[src/rtl/mmio_uart_tx_pkg.sv]
// -----------------------------------------------------------------------------
// mmio_uart_tx_pkg
// Shared definitions for the memory-mapped UART transmitter:
//   - register offsets inside the 8-byte address window
//   - STATUS word bit positions
//   - transmitter FSM state encoding (PARITY is always present so the
//     encoding does not shift when the parity build option changes)
//   - even-parity helper
// -----------------------------------------------------------------------------
package mmio_uart_tx_pkg;

   // Register offsets inside the window (addr[2] selects between them)
   localparam logic [2:0] UART_TXDATA_OFS = 3'd0;
   localparam logic [2:0] UART_STATUS_OFS = 3'd4;

   // STATUS word layout
   localparam int unsigned STATUS_FULL_BIT  = 0;
   localparam int unsigned STATUS_EMPTY_BIT = 1;
   localparam int unsigned STATUS_BUSY_BIT  = 2;
   localparam int unsigned STATUS_OVF_BIT   = 3;
   localparam int unsigned STATUS_COUNT_LSB = 4;
   localparam int unsigned STATUS_COUNT_W   = 5;

   // Transmitter FSM states
   typedef enum logic [2:0] {
      ST_IDLE   = 3'd0,
      ST_START  = 3'd1,
      ST_DATA   = 3'd2,
      ST_PARITY = 3'd3,
      ST_STOP   = 3'd4
   } uart_state_e;

   // Even parity: the bit that makes the total number of ones even
   function automatic logic even_parity(input logic [7:0] data);
      return ^data;
   endfunction

endpackage : mmio_uart_tx_pkg

[src/rtl/mmio_uart_tx_if.sv]
// -----------------------------------------------------------------------------
// mmio_uart_tx_if
// CPU data-memory port as seen by the UART transmitter.
//   write_en   : store strobe (CPU -> peripheral)
//   addr       : data address (CPU -> peripheral)
//   write_data : store data, only [7:0] meaningful (CPU -> peripheral)
//   read_data  : combinational status or zero (peripheral -> CPU)
// Modports: master = CPU side, slave = peripheral side.
// -----------------------------------------------------------------------------
interface mmio_uart_tx_if;
   import mmio_uart_tx_pkg::*;

   logic        write_en;
   logic [31:0] addr;
   logic [31:0] write_data;
   logic [31:0] read_data;

   modport master (
      output write_en,
      output addr,
      output write_data,
      input  read_data
   );

   modport slave (
      input  write_en,
      input  addr,
      input  write_data,
      output read_data
   );

endinterface : mmio_uart_tx_if

[src/rtl/mmio_uart_tx_sync_fifo.sv]
// -----------------------------------------------------------------------------
// sync_fifo
// Single-clock FIFO with synchronous active-high reset.
//   clk, reset : clock and synchronous reset shared with the parent
//   push/wdata : write request and data (ignored when full unless popping)
//   pop/rdata  : read request; rdata shows the head entry combinationally
//   full/empty : occupancy flags
//   count      : number of stored entries, 0..DEPTH
// DEPTH must be a power of two so pointers wrap naturally.
// A push and a pop in the same cycle both take effect; when full the pop
// frees the slot the push writes into, and rdata still returns the old head.
// -----------------------------------------------------------------------------
module sync_fifo
   import mmio_uart_tx_pkg::*;
#(
   parameter int unsigned WIDTH = 8,
   parameter int unsigned DEPTH = 16
) (
   input  logic                     clk,
   input  logic                     reset,
   input  logic                     push,
   input  logic [WIDTH-1:0]         wdata,
   input  logic                     pop,
   output logic [WIDTH-1:0]         rdata,
   output logic                     full,
   output logic                     empty,
   output logic [$clog2(DEPTH):0]   count
);

   localparam int unsigned PW = $clog2(DEPTH);
   localparam int unsigned CW = PW + 1;

   logic [WIDTH-1:0] mem_q [DEPTH];
   logic [PW-1:0]    wr_ptr_q, wr_ptr_d;
   logic [PW-1:0]    rd_ptr_q, rd_ptr_d;
   logic [CW-1:0]    count_q,  count_d;
   logic             do_push_s;
   logic             do_pop_s;

   // Occupancy flags and qualified push/pop
   always_comb begin
      full      = (count_q == CW'(DEPTH));
      empty     = (count_q == {CW{1'b0}});
      do_pop_s  = pop && !empty;
      do_push_s = push && (!full || do_pop_s);
      rdata     = mem_q[rd_ptr_q];
      count     = count_q;
   end

   // Next pointer and count values
   always_comb begin
      wr_ptr_d = wr_ptr_q;
      rd_ptr_d = rd_ptr_q;
      count_d  = count_q;
      if (do_push_s) begin
         wr_ptr_d = wr_ptr_q + PW'(1);
      end else begin
         wr_ptr_d = wr_ptr_q;
      end
      if (do_pop_s) begin
         rd_ptr_d = rd_ptr_q + PW'(1);
      end else begin
         rd_ptr_d = rd_ptr_q;
      end
      case ({do_push_s, do_pop_s})
         2'b10:   count_d = count_q + CW'(1);
         2'b01:   count_d = count_q - CW'(1);
         default: count_d = count_q;
      endcase
   end

   // Pointer and count registers
   always_ff @(posedge clk) begin
      if (reset) begin
         wr_ptr_q <= {PW{1'b0}};
         rd_ptr_q <= {PW{1'b0}};
         count_q  <= {CW{1'b0}};
      end else begin
         wr_ptr_q <= wr_ptr_d;
         rd_ptr_q <= rd_ptr_d;
         count_q  <= count_d;
      end
   end

   // Storage array; contents need no reset because count gates visibility
   always_ff @(posedge clk) begin
      if (do_push_s) begin
         mem_q[wr_ptr_q] <= wdata;
      end
   end

endmodule : sync_fifo

[src/rtl/mmio_uart_tx.sv]
// -----------------------------------------------------------------------------
// mmio_uart_tx
// Memory-mapped UART transmitter (8N1) on the CPU data-memory port.
// Ports:
//   clk    : system clock, all state changes on the rising edge
//   reset  : synchronous, active-high
//   bus    : mmio_uart_tx_if.slave (write_en, addr, write_data, read_data)
//   tx     : serial output, idle high (registered)
//   busy   : frame on the wire or FIFO non-empty (registered)
// Window: addr[31:3] == BASE_ADDR[31:3]; addr[2] selects TXDATA (0) or
// STATUS (4); addr[1:0] ignored.
// Build option: define MMIO_UART_TX_PARITY_EN to append an even-parity bit
// after data bit 7 (frame becomes 11 bit times instead of 10).
// -----------------------------------------------------------------------------
module mmio_uart_tx
   import mmio_uart_tx_pkg::*;
#(
   parameter int unsigned CLK_DIV    = 868,
   parameter int unsigned FIFO_DEPTH = 16,
   parameter logic [31:0] BASE_ADDR  = 32'h1000_0000
) (
   input  logic          clk,
   input  logic          reset,
   mmio_uart_tx_if.slave bus,
   output logic          tx,
   output logic          busy
);

   localparam int unsigned TIMER_W = $clog2(CLK_DIV);
   localparam int unsigned CW      = $clog2(FIFO_DEPTH) + 1;

   uart_state_e          state_q, state_d;
   logic [TIMER_W-1:0]   timer_q, timer_d;
   logic [2:0]           bit_idx_q, bit_idx_d;
   logic [7:0]           shift_q, shift_d;
   logic                 tx_q, tx_d;
   logic                 busy_q, busy_d;
   logic                 overflow_q, overflow_d;
`ifdef MMIO_UART_TX_PARITY_EN
   logic                 parity_q, parity_d;
`endif

   logic                 hit_s;
   logic                 is_status_s;
   logic                 store_data_s;
   logic                 store_status_s;
   logic                 push_s;
   logic                 pop_s;
   logic                 timer_end_s;
   logic [31:0]          status_s;
   logic [7:0]           fifo_rdata_s;
   logic                 fifo_full_s;
   logic                 fifo_empty_s;
   logic [CW-1:0]        fifo_count_s;
   logic [CW-1:0]        fifo_count_next_s;
   logic                 unused_bits_s;

   // Byte-lane and sub-word address bits carry no information here
   assign unused_bits_s = ^{bus.addr[1:0], bus.write_data[31:8]};

   sync_fifo #(
      .WIDTH (8),
      .DEPTH (FIFO_DEPTH)
   ) u_fifo (
      .clk   (clk),
      .reset (reset),
      .push  (push_s),
      .wdata (bus.write_data[7:0]),
      .pop   (pop_s),
      .rdata (fifo_rdata_s),
      .full  (fifo_full_s),
      .empty (fifo_empty_s),
      .count (fifo_count_s)
   );

   // Address decode and store qualification
   always_comb begin
      hit_s          = (bus.addr[31:3] == BASE_ADDR[31:3]);
      is_status_s    = (bus.addr[2] == UART_STATUS_OFS[2]);
      store_data_s   = bus.write_en && hit_s && !is_status_s;
      store_status_s = bus.write_en && hit_s && is_status_s;
      // A pop in the same cycle frees a slot, so a store to a full FIFO lands
      push_s         = store_data_s && (!fifo_full_s || pop_s);
      timer_end_s    = (timer_q == TIMER_W'(CLK_DIV - 1));
   end

   // STATUS word and load-data mux (zero latency, independent of write_en)
   always_comb begin
      status_s = 32'h0000_0000;
      status_s[STATUS_FULL_BIT]  = fifo_full_s;
      status_s[STATUS_EMPTY_BIT] = fifo_empty_s;
      status_s[STATUS_BUSY_BIT]  = busy_q;
      status_s[STATUS_OVF_BIT]   = overflow_q;
      status_s[STATUS_COUNT_LSB +: STATUS_COUNT_W] = STATUS_COUNT_W'(fifo_count_s);
      if (hit_s && is_status_s) begin
         bus.read_data = status_s;
      end else begin
         bus.read_data = 32'h0000_0000;
      end
   end

   // Sticky overflow: set by a dropped byte, cleared by any STATUS store
   always_comb begin
      overflow_d = overflow_q;
      if (store_status_s) begin
         overflow_d = 1'b0;
      end else if (store_data_s && fifo_full_s && !pop_s) begin
         overflow_d = 1'b1;
      end else begin
         overflow_d = overflow_q;
      end
   end

   // FIFO occupancy after this edge, so busy can be registered without lag
   always_comb begin
      fifo_count_next_s = fifo_count_s;
      if (push_s && !pop_s) begin
         fifo_count_next_s = fifo_count_s + CW'(1);
      end else if (pop_s && !push_s) begin
         fifo_count_next_s = fifo_count_s - CW'(1);
      end else begin
         fifo_count_next_s = fifo_count_s;
      end
      busy_d = (state_d != ST_IDLE) || (fifo_count_next_s != {CW{1'b0}});
   end

`ifdef MMIO_UART_TX_PARITY_EN
   // Parity of the byte is captured when it leaves the FIFO
   always_comb begin
      parity_d = parity_q;
      if (pop_s) begin
         parity_d = even_parity(fifo_rdata_s);
      end else begin
         parity_d = parity_q;
      end
   end
`endif

   // Transmitter FSM: next state, bit timer, shifter and next tx level
   always_comb begin
      state_d   = state_q;
      timer_d   = timer_q;
      bit_idx_d = bit_idx_q;
      shift_d   = shift_q;
      tx_d      = tx_q;
      pop_s     = 1'b0;
      case (state_q)
         ST_IDLE: begin
            timer_d = {TIMER_W{1'b0}};
            if (!fifo_empty_s) begin
               pop_s     = 1'b1;
               shift_d   = fifo_rdata_s;
               bit_idx_d = 3'd0;
               tx_d      = 1'b0;
               state_d   = ST_START;
            end else begin
               tx_d = 1'b1;
            end
         end
         ST_START: begin
            if (timer_end_s) begin
               timer_d = {TIMER_W{1'b0}};
               tx_d    = shift_q[0];
               state_d = ST_DATA;
            end else begin
               timer_d = timer_q + TIMER_W'(1);
            end
         end
         ST_DATA: begin
            if (timer_end_s) begin
               timer_d = {TIMER_W{1'b0}};
               if (bit_idx_q == 3'd7) begin
`ifdef MMIO_UART_TX_PARITY_EN
                  tx_d    = parity_q;
                  state_d = ST_PARITY;
`else
                  tx_d    = 1'b1;
                  state_d = ST_STOP;
`endif
               end else begin
                  // Shifter always holds the current bit in [0]
                  bit_idx_d = bit_idx_q + 3'd1;
                  shift_d   = {1'b0, shift_q[7:1]};
                  tx_d      = shift_q[1];
               end
            end else begin
               timer_d = timer_q + TIMER_W'(1);
            end
         end
         ST_PARITY: begin
`ifdef MMIO_UART_TX_PARITY_EN
            if (timer_end_s) begin
               timer_d = {TIMER_W{1'b0}};
               tx_d    = 1'b1;
               state_d = ST_STOP;
            end else begin
               timer_d = timer_q + TIMER_W'(1);
            end
`else
            // Unreachable without the parity option; recover to idle
            timer_d = {TIMER_W{1'b0}};
            tx_d    = 1'b1;
            state_d = ST_IDLE;
`endif
         end
         ST_STOP: begin
            if (timer_end_s) begin
               timer_d = {TIMER_W{1'b0}};
               if (!fifo_empty_s) begin
                  // Chain straight into the next start bit, no idle gap
                  pop_s     = 1'b1;
                  shift_d   = fifo_rdata_s;
                  bit_idx_d = 3'd0;
                  tx_d      = 1'b0;
                  state_d   = ST_START;
               end else begin
                  tx_d    = 1'b1;
                  state_d = ST_IDLE;
               end
            end else begin
               timer_d = timer_q + TIMER_W'(1);
            end
         end
         default: begin
            timer_d = {TIMER_W{1'b0}};
            tx_d    = 1'b1;
            state_d = ST_IDLE;
         end
      endcase
   end

   // State registers
   always_ff @(posedge clk) begin
      if (reset) begin
         state_q    <= ST_IDLE;
         timer_q    <= {TIMER_W{1'b0}};
         bit_idx_q  <= 3'd0;
         shift_q    <= 8'h00;
         tx_q       <= 1'b1;
         busy_q     <= 1'b0;
         overflow_q <= 1'b0;
      end else begin
         state_q    <= state_d;
         timer_q    <= timer_d;
         bit_idx_q  <= bit_idx_d;
         shift_q    <= shift_d;
         tx_q       <= tx_d;
         busy_q     <= busy_d;
         overflow_q <= overflow_d;
      end
   end

`ifdef MMIO_UART_TX_PARITY_EN
   // Parity register
   always_ff @(posedge clk) begin
      if (reset) begin
         parity_q <= 1'b0;
      end else begin
         parity_q <= parity_d;
      end
   end
`endif

   assign tx   = tx_q;
   assign busy = busy_q;

endmodule : mmio_uart_tx

[src/flat_wrapper.sv]
// flat-port wrapper written by rule: the top's interface ports become plain ports
module mmio_uart_tx_flat import mmio_uart_tx_pkg::*;
#(
   parameter int unsigned CLK_DIV    = 868,
   parameter int unsigned FIFO_DEPTH = 16,
   parameter logic [31:0] BASE_ADDR  = 32'h1000_0000
)
  (clk, reset, tx, busy, bus_write_en, bus_addr, bus_write_data, bus_read_data);
  mmio_uart_tx_if bus_i ();
  input  logic clk;
  input  logic reset;
  output logic tx;
  output logic busy;
  input wire logic [$bits(bus_i.write_en)-1:0] bus_write_en;
  input wire logic [$bits(bus_i.addr)-1:0] bus_addr;
  input wire logic [$bits(bus_i.write_data)-1:0] bus_write_data;
  output wire logic [$bits(bus_i.read_data)-1:0] bus_read_data;
  assign bus_i.write_en = bus_write_en;
  assign bus_i.addr = bus_addr;
  assign bus_i.write_data = bus_write_data;
  assign bus_read_data = bus_i.read_data;
  mmio_uart_tx #(.CLK_DIV(CLK_DIV), .FIFO_DEPTH(FIFO_DEPTH), .BASE_ADDR(BASE_ADDR)) u_core (.clk(clk), .reset(reset), .bus(bus_i), .tx(tx), .busy(busy));
endmodule
[config.mk]
export PLATFORM = sky130hd
export DESIGN_NAME = mmio_uart_tx_flat
export DESIGN_NICKNAME = d
export VERILOG_FILES = /design/src/rtl/mmio_uart_tx_pkg.sv /design/src/rtl/mmio_uart_tx_if.sv /design/src/rtl/mmio_uart_tx_sync_fifo.sv /design/src/rtl/mmio_uart_tx.sv /design/src/flat_wrapper.sv
export SDC_FILE = /design/constraint.sdc
export NUM_CORES = 1
export LEC_CHECK = 0
export ABC_AREA = 1
export BUFFER_PORTS_ARGS = -buffer_cell sky130_fd_sc_hd__buf_2
export CAP_MARGIN = 20
export CORE_ASPECT_RATIO = 0.9
export CORE_MARGIN = 10
export CORE_UTILIZATION = 50
export DETAILED_ROUTE_END_ITERATION = 12
export PLACE_DENSITY = 0.73
export RECOVER_POWER = 50
export SYNTH_ARGS = -nofsm -noshare
export SYNTH_HDL_FRONTEND = slang
export SYNTH_SLANG_ARGS = --single-unit
export TNS_END_PERCENT = 50
[constraint.sdc]
create_clock -name clk -period 2.3 [get_ports clk]
set_input_delay 0.23 -clock clk [delete_from_list [all_inputs] [get_ports clk]]
set_output_delay 0.23 -clock clk [all_outputs]
set_load 0.02 [all_outputs]
==> results.py <==
metrics = {
    "status": {
        "outcome": "finished clean",
    },
    "place": {
        "dp_cells": 1070,
        "gp_congestion": 0.890,
        "dp_hpwl_mm": 11.1,
        "port_buffers": 51,
        "placed_area_mm2": 0.00843,
    },
    "yosys": {
        "synth_simple_gate_area_share": 0.171,
        "ys_seq_elements": 172,
        "ys_warn_count": 0,
        "ys_seq_area_frac": 0.598,
        "syn_avg_cell_area_um2": 9.64,
        "synth_area_mm2": 0.00790,
        "synth_xor_area_frac": 0.0122,
        "synth_fa_ha_area_frac": 0.0190,
        "ys.flop_type": "edfxtp_1",
        "synth_top_family_by_area": "simple AND/OR/NAND/NOR gates",
        "ys_async_sr_fraction": 0,
        "ys_types": 38,
        "synth-compound-area-share": 0.108,
        "syn_inst": 820,
        "synth.mux.area_fraction": 0.00127,
        "synth_edf_count": 128,
    },
    "clocking": {
        "hold_buffers": 0,
        "clkTransAtPathRegs_ns": 0.06,
        "numCtsBuffers": 17,
        "clockRootBuffer": "clkbuf_16",
        "htree_levels": 4,
        "clock-sinks": 172,
        "clk_path_buf_depth": 2,
        "cts_tree": "done",
        "clk_latency_ns": 0.43,
    },
    "timing": {
        "period_needed_ns": 2.16,
        "hold_ws_ns": 0.141,
        "setup_viol": 0,
        "finClkSkew_ns": 0.0115,
        "hold_viol": 0,
        "relSlewSlack": 0.449,
        "finalCritPeriodShare": 0.941,
        "fmax_mhz": 462,
        "worst_slew_pin_slew_ns": 0.827,
        "rsz0062_at_grt": "yes",
        "report.final.slew_viol_count": 0,
    },
    "grt": {
        "grt_usage": 0.153,
        "grt_max_degree": 49,
        "overflow": 0,
        "antenna_found_initial": 0,
        "grt_pass1_vias": 5411,
        "grt_pass1_wl_mm": 26.3,
    },
    "pwr": {
        "powerDensity_mw_per_mm2": 994,
        "power_leakage_nw": 3.53,
        "peakVddDrop_uv": 595,
    },
    "setup_path": {
        "cp-startpoint": "u_core.u_fifo.count[1]$_SDFFE_PP0P_",
        "critPathLaunchType": "flop",
        "crit_chain": "inv_1 > ha_1 > nand3_2 > nand2_1 > inv_1 > a21oi_4 > nor2_2 > nand2_1 > nor2_1 > buf_4",
        "crit_required_ns": 2.43,
        "r2r_cells": 10,
        "end_kind": "flop",
        "path_max_fanout": 8,
        "reg2reg_to": "u_core.u_fifo.mem_q[1][7]$_DFFE_PP_",
        "r2r-start": "u_core.u_fifo.count[1]$_SDFFE_PP0P_",
        "cp_slowest_cell": "dfxtp_1",
        "worst_path_largest_cell_delay_ns": 0.37,
        "cp_data_arrival_time_ns": 2.30,
        "critPathKind": "reg -> reg",
        "r2r_slack_ns": 0.14,
        "endpoint": "u_core.u_fifo.mem_q[1][7]$_DFFE_PP_",
    },
    "detailed_routing": {
        "via_per_inst": 5.11,
        "detail-route-antenna-nets": 0,
        "wl_per_cell_um": 14.8,
        "wl_mm": 16.3,
        "detail_route.first_pass.iterations": 5,
        "vias": 5627,
        "drt_first_iter_violations": 520,
        "drc": 0,
    },
    "layout": {
        "nets": 966,
        "final_cells": 1101,
        "diodes": 0,
        "area_growth_pct": 14.0,
        "drive_gt1_frac": 0.135,
        "final_area_mm2": 0.00901,
    },
    "die": {
        "die_area_mm2": 0.0212,
        "start_util": 0.512,
        "fp-row-count": 43,
        "die_y_um": 139,
        "core_mm2": 0.0154,
        "num_io_pins": 101,
        "die_w_um": 153,
    },
    "min_path": {
        "hold_class": "in -> reg",
    },
    "job": {
        "maxCapViolCount": 0,
    },
}
metal layers:
metal  wire length (um)  global-route usage  vias up  share of wire
met1               7010               0.190     2570           0.43
met5                  0                   0        -              0
met4                254              0.0562        0          0.016
li1                   -                   -     2853              -
met2               7780               0.251      183           0.48
met3               1260              0.0407       21          0.077
power by group:
part | switching (W) | total (W) | internal (W)
Clock | 0.00120 | 0.00282 | 0.00162
Combinational | 0.00149 | 0.00235 | 0.000866
Sequential | 0.000267 | 0.00378 | 0.00352
Total | 0.00296 | 0.00896 | 0.00600
worst min path at each step:
stage / end / from / slack (ns) / cells past startpoint
floorplan: u_core.u_fifo.mem_q[0][0]$_DFFE_PP_ / bus_write_data[0] / 0.33 / 0
global placement: u_core.timer_q[0]$_SDFF_PP0_ / u_core.timer_q[0]$_SDFF_PP0_ / 0.43 / 1
detailed placement: u_core.timer_q[0]$_SDFF_PP0_ / u_core.timer_q[0]$_SDFF_PP0_ / 0.44 / 1
CTS: u_core.u_fifo.wr_ptr_q[3]$_SDFFE_PP0P_ / bus_addr[2] / 0.13 / 4
global route: u_core.u_fifo.wr_ptr_q[3]$_SDFFE_PP0P_ / bus_addr[2] / 0.16 / 4
finish: u_core.u_fifo.wr_ptr_q[3]$_SDFFE_PP0P_ / bus_addr[2] / 0.14 / 4
placed cells by master, fill, tap and decap left out, types with 17 or more instances in the layout:
cell type	synthesis	layout
buf_2	10	41
nand3_1	76	76
a21oi_1	60	60
buf_4	23	27
inv_1	104	104
edfxtp_1	128	128
dfxtp_1	44	42
nand2_1	108	108
o21ai_0	56	56
nor2_1	101	101
o211ai_1	29	29
clkbuf_16	0	17
conb_1	1	23
synth_stat cells, types with 2 or more instances:
cell type / number / area [um2]
nor3b_1: 3 / 22.5
edfxtp_1: 128 / 3840
nand3_1: 76 / 380
buf_2: 10 / 50.1
inv_2: 3 / 11.3
buf_4: 23 / 173
clkbuf_1: 15 / 56.3
dfxtp_1: 44 / 881
o211ai_1: 29 / 218
nand4_1: 5 / 31.3
ha_1: 12 / 150
inv_1: 104 / 390
o21ai_0: 56 / 280
nor2_1: 101 / 379
xor2_1: 10 / 87.6
buf_1: 5 / 18.8
nand2_2: 5 / 31.3
nor2_2: 2 / 12.5
a31oi_1: 2 / 12.5
or2_2: 3 / 18.8
a21oi_1: 60 / 300
nand2_1: 108 / 405
stage by stage:
stage	utilization	setup slack, ns	setup TNS (ns)	power, W
detailed placement	0.546	0.173	0	0.00618
global route	0.583	-0.0163	-0.110	0.00946
CTS	0.584	0.127	0	0.00898
global placement	0.546	0.200	0	0.00611
floorplan	-	0.130	0	0.00559
finish	0.583	0.135	0	0.00896
logic make-up after synthesis:
logic type	after synthesis
AND/OR/NAND/NOR	309
AO/OA/AOI/OAI	152
adder cells (fa/ha/maj)	12
multiplexers	1
other	1
XOR/XNOR	11
buffers and inverters	162
flip-flops	172
repair_timing:
item,4_1_cts,5_1_grt
resized for setup,0,1
endpoints found under the hold margin,0,0
buffers inserted,0,0
endpoints found under the setup margin,0,31
state kept, by name (all words and copies together), names as in the netlist, named ones only:
register / count
u_core.bit_idx_q: 3
u_core.busy: 1
u_core.overflow_q: 1
u_core.shift_q: 8
u_core.state_q: 3
u_core.timer_q: 10
u_core.tx: 1
u_core.u_fifo.count: 5
u_core.u_fifo.mem_q: 128
u_core.u_fifo.rd_ptr_q: 4
u_core.u_fifo.wr_ptr_q: 4
cell type report:
class / instances / area (um2)
Inverter: 108 / 405
Clock inverter: 14 / 158
Clock buffer: 17 / 425
Timing Repair Buffer: 80 / 485
Tap cell: 202 / 253
Fill cell: 1268 / 6430
Multi-Input combinational cell: 508 / 2550
Sequential cell: 172 / 4730
critical path, delay by kind of cell (launching register included):
family	cells	cell delay, ns
compound gates	1	0.09
fa+ha+maj	1	0.21
buf+inv	3	0.40
flops	1	0.37
simple gates	5	0.79
(Power assumes the default switching activity.)
